--- config.mk ---
export PLATFORM = sky130hd
export DESIGN_NAME = axis_flit_generator
export DESIGN_NICKNAME = d
export VERILOG_FILES = /design/src/rtl/axis_flit_generator.sv
export SDC_FILE = /design/constraint.sdc
export NUM_CORES = 1
export LEC_CHECK = 0
export ABC_AREA = 1
export CORE_UTILIZATION = 45
export CTS_CLUSTER_SIZE = 16
export DETAILED_ROUTE_END_ITERATION = 7
export GPL_ROUTABILITY_DRIVEN = 0
export GPL_TIMING_DRIVEN = 1
export PLACE_DENSITY = 0.75
export SLEW_MARGIN = 20
export SYNTH_ARGS = -nofsm -noshare
export SYNTH_HDL_FRONTEND = slang
export SYNTH_SLANG_ARGS = --single-unit
--- constraint.sdc ---
create_clock -name clk -period 3.13 [get_ports clk]
set_clock_uncertainty 0.2 [all_clocks]
set_input_delay 0.4695 -clock clk [delete_from_list [all_inputs] [get_ports clk]]
set_output_delay 0.4695 -clock clk [all_outputs]
set_load 0.05 [all_outputs]
--- src/rtl/axis_flit_generator.sv ---
// AXI-Stream packet source: turns a byte-length command into a packet with
// low-aligned tkeep, correct tlast and an incrementing-byte payload.
//
// Ports:
//   clk, aresetn        clock, asynchronous active-low reset
//   cmd_valid/ready/len length command handshake (bytes)
//   m_axis_*            AXI-Stream master (tdata/tkeep/tlast/tvalid/tready)
//   err_zero_len        one-cycle pulse when a zero-length command is dropped
//   pkts_sent           completed packets, wraps modulo 2^32
//   bytes_sent          transmitted bytes, wraps modulo 2^32
module axis_flit_generator #(
    parameter int TDATA_WIDTH = 128,
    parameter int TKEEP_WIDTH = TDATA_WIDTH / 8,
    parameter int LEN_WIDTH   = 16
) (
    input  logic                   clk,
    input  logic                   aresetn,
    input  logic                   cmd_valid,
    output logic                   cmd_ready,
    input  logic [LEN_WIDTH-1:0]   cmd_len,
    output logic [TDATA_WIDTH-1:0] m_axis_tdata,
    output logic [TKEEP_WIDTH-1:0] m_axis_tkeep,
    output logic                   m_axis_tlast,
    output logic                   m_axis_tvalid,
    input  logic                   m_axis_tready,
    output logic                   err_zero_len,
    output logic [31:0]            pkts_sent,
    output logic [31:0]            bytes_sent
);

    localparam int BPB = TKEEP_WIDTH;
    localparam logic [LEN_WIDTH-1:0] BPB_L = LEN_WIDTH'(BPB);

    typedef enum logic {
        IDLE,
        SEND
    } state_t;

    state_t                 r_state;
    state_t                 w_state_nxt;
    logic [LEN_WIDTH-1:0]   r_rem;
    logic [LEN_WIDTH-1:0]   w_rem_nxt;
    logic [LEN_WIDTH-1:0]   w_take;
    logic [7:0]             r_idx;
    logic [7:0]             w_idx_nxt;
    logic                   w_accept;
    logic                   w_hs;
    logic                   w_zero;
    logic                   w_send_nxt;
    logic [TKEEP_WIDTH-1:0] w_keep_nxt;
    logic [TDATA_WIDTH-1:0] w_data_nxt;
    logic                   w_last_nxt;

    logic                   r_cmd_ready;
    logic                   r_tvalid;
    logic                   r_tlast;
    logic [TKEEP_WIDTH-1:0] r_tkeep;
    logic [TDATA_WIDTH-1:0] r_tdata;
    logic                   r_err;
    logic [31:0]            r_pkts;
    logic [31:0]            r_bytes;

    always_comb begin
        w_state_nxt = r_state;
        w_rem_nxt   = r_rem;
        w_idx_nxt   = r_idx;
        w_zero      = 1'b0;
        w_accept    = cmd_valid && r_cmd_ready;
        w_hs        = r_tvalid && m_axis_tready;
        w_take      = (r_rem < BPB_L) ? r_rem : BPB_L;

        unique case (r_state)
            IDLE: begin
                if (w_accept) begin
                    if (cmd_len == '0) begin
                        w_zero = 1'b1;
                    end else begin
                        w_state_nxt = SEND;
                        w_rem_nxt   = cmd_len;
                        w_idx_nxt   = 8'd0;
                    end
                end
            end
            SEND: begin
                if (w_hs) begin
                    w_rem_nxt = r_rem - w_take;
                    w_idx_nxt = r_idx + 8'(BPB);
                    if (r_tlast) begin
                        w_state_nxt = IDLE;
                    end
                end
            end
            default: w_state_nxt = IDLE;
        endcase

        // Beat outputs are built from the next-cycle state so they can be
        // registered; a stall leaves rem/idx untouched, so the beat holds.
        w_send_nxt = (w_state_nxt == SEND);
        w_keep_nxt = '0;
        w_data_nxt = '0;
        for (int j = 0; j < BPB; j++) begin
            w_keep_nxt[j] = w_send_nxt && (w_rem_nxt > LEN_WIDTH'(j));
            if (w_send_nxt) begin
                w_data_nxt[8*j +: 8] = w_idx_nxt + 8'(j);
            end
        end
        w_last_nxt = w_send_nxt && (w_rem_nxt <= BPB_L);
    end

    always_ff @(posedge clk or negedge aresetn) begin
        if (!aresetn) begin
            r_state     <= IDLE;
            r_rem       <= '0;
            r_idx       <= '0;
            r_cmd_ready <= 1'b0;
            r_tvalid    <= 1'b0;
            r_tlast     <= 1'b0;
            r_tkeep     <= '0;
            r_tdata     <= '0;
            r_err       <= 1'b0;
            r_pkts      <= '0;
            r_bytes     <= '0;
        end else begin
            r_state     <= w_state_nxt;
            r_rem       <= w_rem_nxt;
            r_idx       <= w_idx_nxt;
            r_cmd_ready <= (w_state_nxt == IDLE);
            r_tvalid    <= w_send_nxt;
            r_tlast     <= w_last_nxt;
            r_tkeep     <= w_keep_nxt;
            r_tdata     <= w_data_nxt;
            r_err       <= w_zero;
            if (w_hs) begin
                r_bytes <= r_bytes + 32'(w_take);
                if (r_tlast) begin
                    r_pkts <= r_pkts + 32'd1;
                end
            end
        end
    end

    assign cmd_ready     = r_cmd_ready;
    assign m_axis_tvalid = r_tvalid;
    assign m_axis_tlast  = r_tlast;
    assign m_axis_tkeep  = r_tkeep;
    assign m_axis_tdata  = r_tdata;
    assign err_zero_len  = r_err;
    assign pkts_sent     = r_pkts;
    assign bytes_sent    = r_bytes;

endmodule
==> flow_summary.ini <==
[outcome]
outcome = complete, but fails checks
violations = setup timing

[clock_tree]
clock-sinks = 202
clk_pin_slew_ps = 60
cts_tree = built
clock_latency_ps = 510
cts-root-buf = clkbuf_16
cts_buffers = 23
clockBufferDepth = 3
htree_levels = 1

[sta]
hold_viol = 0
rsz0062_at_grt = yes
final.min_clock_period_ps = 3150
finalCritPeriodShare_pct = 101
drv_slew = 0
final.setup.tns_ps = -42.5
fmax_mhz = 318
hold_ws_ps = 274
slew_headroom_pct = 55.8
worst_pin_slew_ps = 662
setup_viol = 3
worst_slack_ps = -19.4

[finish]
syn2layout_area_growth_pct = 39.1
final_cell_mix = clkdlybuf4s50_1 (230), nand2_1 (215), dfrtp_1 (202)
final_common_cell = clkdlybuf4s50_1
nNetsFinal = 1554
fin_cells = 1801
nFillCells = 1818
diodes = 0
multiInputGateArea_um2 = 4470
drive_above_1_share_pct = 14.8
seq_area_um2 = 5050
final_util_pct = 63.7

[yosys]
ys_warn_count = 0
synth_cell_types = 50
yosysSeqAreaShare_pct = 48.9
ys_ff_latch = 202
synth-edff-count = 0
synth.avg_cell_area_um2 = 8.64
synthCells = 1195
ys.flop_type = dfrtp_1
ys_async_sr_fraction_pct = 100
syn_area_um2 = 10300

[setup_path]
cp_data_required_time_ps = 3310
critPathCaptureType = flop
cp_max_fo = 7
critical_path_arrival_ps = 3330
criticalPathCategory = flop to flop
start_kind = flop

[power]
leakage_nw = 6.95
clkPwrFrac_pct = 19.7
p_int_mw = 7.47
switchingPower_mw = 6.38
p_comb_share_pct = 52.9
power_mw = 13.9
seqPwrFrac_pct = 27.5
peakVddDrop_mv = 0.895
p_per_area_nw_per_um2 = 964
p_sw_share_pct = 46.1

[die]
coreArea_um2 = 22600
rows = 55
start_util_pct = 45.8
die-area_um2 = 23600
die_w_um = 154
die_h_um = 154
io_pins = 232

[global_route]
grt.total_usage_pct = 23.3
grt_pass1_vias = 8964
grt_antenna_before_repair = 0
grt_pass1_wl_mm = 44.3
globalRouteOverflowTotal = 0
grt_start_max_net_pins = 82

[placed_design]
numPortBuffers = 231
dp_hpwl_mm = 19.7
placed_cells = 1743

[route]
drt-total-wl_mm = 27.4
ant_nets = 0
first_pass_iters = 4
vias = 9065
vias_per_cell = 5.03
dr.first_iter.drc_count = 439
routedWlPerCell_um = 15.2
drcViolationCount = 0

[job]
maxCapViolCount = 0

[hold_path]
hp-class = flop to flop
-- kinds of logic after synthesis --
group | count (synthesis) | share of synthesized area [%]
AO/OA/AOI/OAI | 185 | 9.96
XOR/XNOR | 65 | 5.51
adder cells (fa/ha/maj) | 34 | 4.19
buffers and inverters | 220 | 9.61
flip-flops | 202 | 48.9
other | 2 | 0.0727
AND/OR/NAND/NOR | 487 | 21.7
-- stage by stage --
step / instance area, um^2 / worst slack (ps)
after floorplan: 10400 / -129
after global placement: 13300 / -169
after detailed placement: 13300 / -223
after CTS: 14200 / 7.79
after global routing: 14400 / -175
final: 14400 / -19.4
-- power groups by stage --
stage               clock [mW]  sequential [mW]  combinational, mW
CTS                       2.80             3.80               7.16
detailed placement           0             3.82               7.03
floorplan                    0             5.90               2.51
global placement             0             3.82               6.95
finish                    2.73             3.81               7.33
global route              2.91             3.88               7.85
-- path summary, 6_finish.rpt --
path / depth (start not counted) / endpoint / start / slack (ps)
min in group asynchronous: 2 / bytes_sent[10] / aresetn / 380
max reg2reg: 20 / bytes_sent[24] / r_rem[10] / -20
min reg2reg: 1 / bytes_sent[31] / bytes_sent[31] / 270
min: 1 / bytes_sent[31] / bytes_sent[31] / 270
max in group asynchronous: 3 / m_axis_tdata[114] / aresetn / 1590
max: 20 / bytes_sent[24] / r_rem[10] / -20
-- area by class of cell --
| cell class | count | area share, % |
|---|---|---|
| tap | 285 | 2.48 |
| clock buffer | 28 | 4.27 |
| inverter | 159 | 4.16 |
| clock inverter | 13 | 1.10 |
| sequential | 202 | 35.2 |
| multi-input combinational | 783 | 31.1 |
| timing repair buffer | 331 | 21.7 |
-- flip-flops by register name, indices dropped and copies added (netlist names) --
register / cells
pkts_sent: 32
m_axis_tdata: 94
cmd_ready: 1
bytes_sent: 32
m_axis_tvalid: 1
r_rem: 16
m_axis_tkeep: 16
err_zero_len: 1
m_axis_tlast: 1
r_idx: 8
-- what timing repair did --
item	CTS	global route
endpoints found under the hold margin	75	0
resized for setup	7	22
hold buffers	1	0
pin swaps	9	15
endpoints found under the setup margin	11	21
gates cloned	0	0
buffers inserted	6	10
-- synth_stat cells (18+ instances only) --
cell     count  area, um^2
nand2_1    223         837
dfrtp_1    202        5050
inv_1      152         571
nor2_1     135         507
o21ai_0     72         360
a21oi_1     58         290
nand3_1     46         230
xor2_1      44         385
buf_4       36         270
ha_1        33         413
xnor2_1     21         184
nand4_1     18         113
-- per-layer routing --
| metal | up-vias | part of all wire [%] | track usage (%) |
|---|---|---|---|
| met3 | 73 | 7.5 | 5.02 |
| li1 | 4378 | - | - |
| met2 | 343 | 47 | 38.6 |
| met4 | 0 | 3.5 | 9.00 |
| met5 | - | 0 | 0 |
| met1 | 4271 | 42 | 29.9 |
-- worst max-delay path, cell delays in order, from the launching register on --
cell	delay, ps
dfrtp_1	390
nor2_2	160
nand2_2	110
nor2_4	160
nand2_4	80
buf_4	180
nor2_1	100
ha_1	280
buf_4	150
nand3_2	60
nand2_2	70
a21oi_4	150
o21ai_2	100
a21boi_2	180
o21ai_2	100
nand2_2	100
nand2_4	70
nand2_4	70
nor2_4	40
buf_4	130
xor2_2	130
No activity file was read; power rests on OpenSTA's default activity.
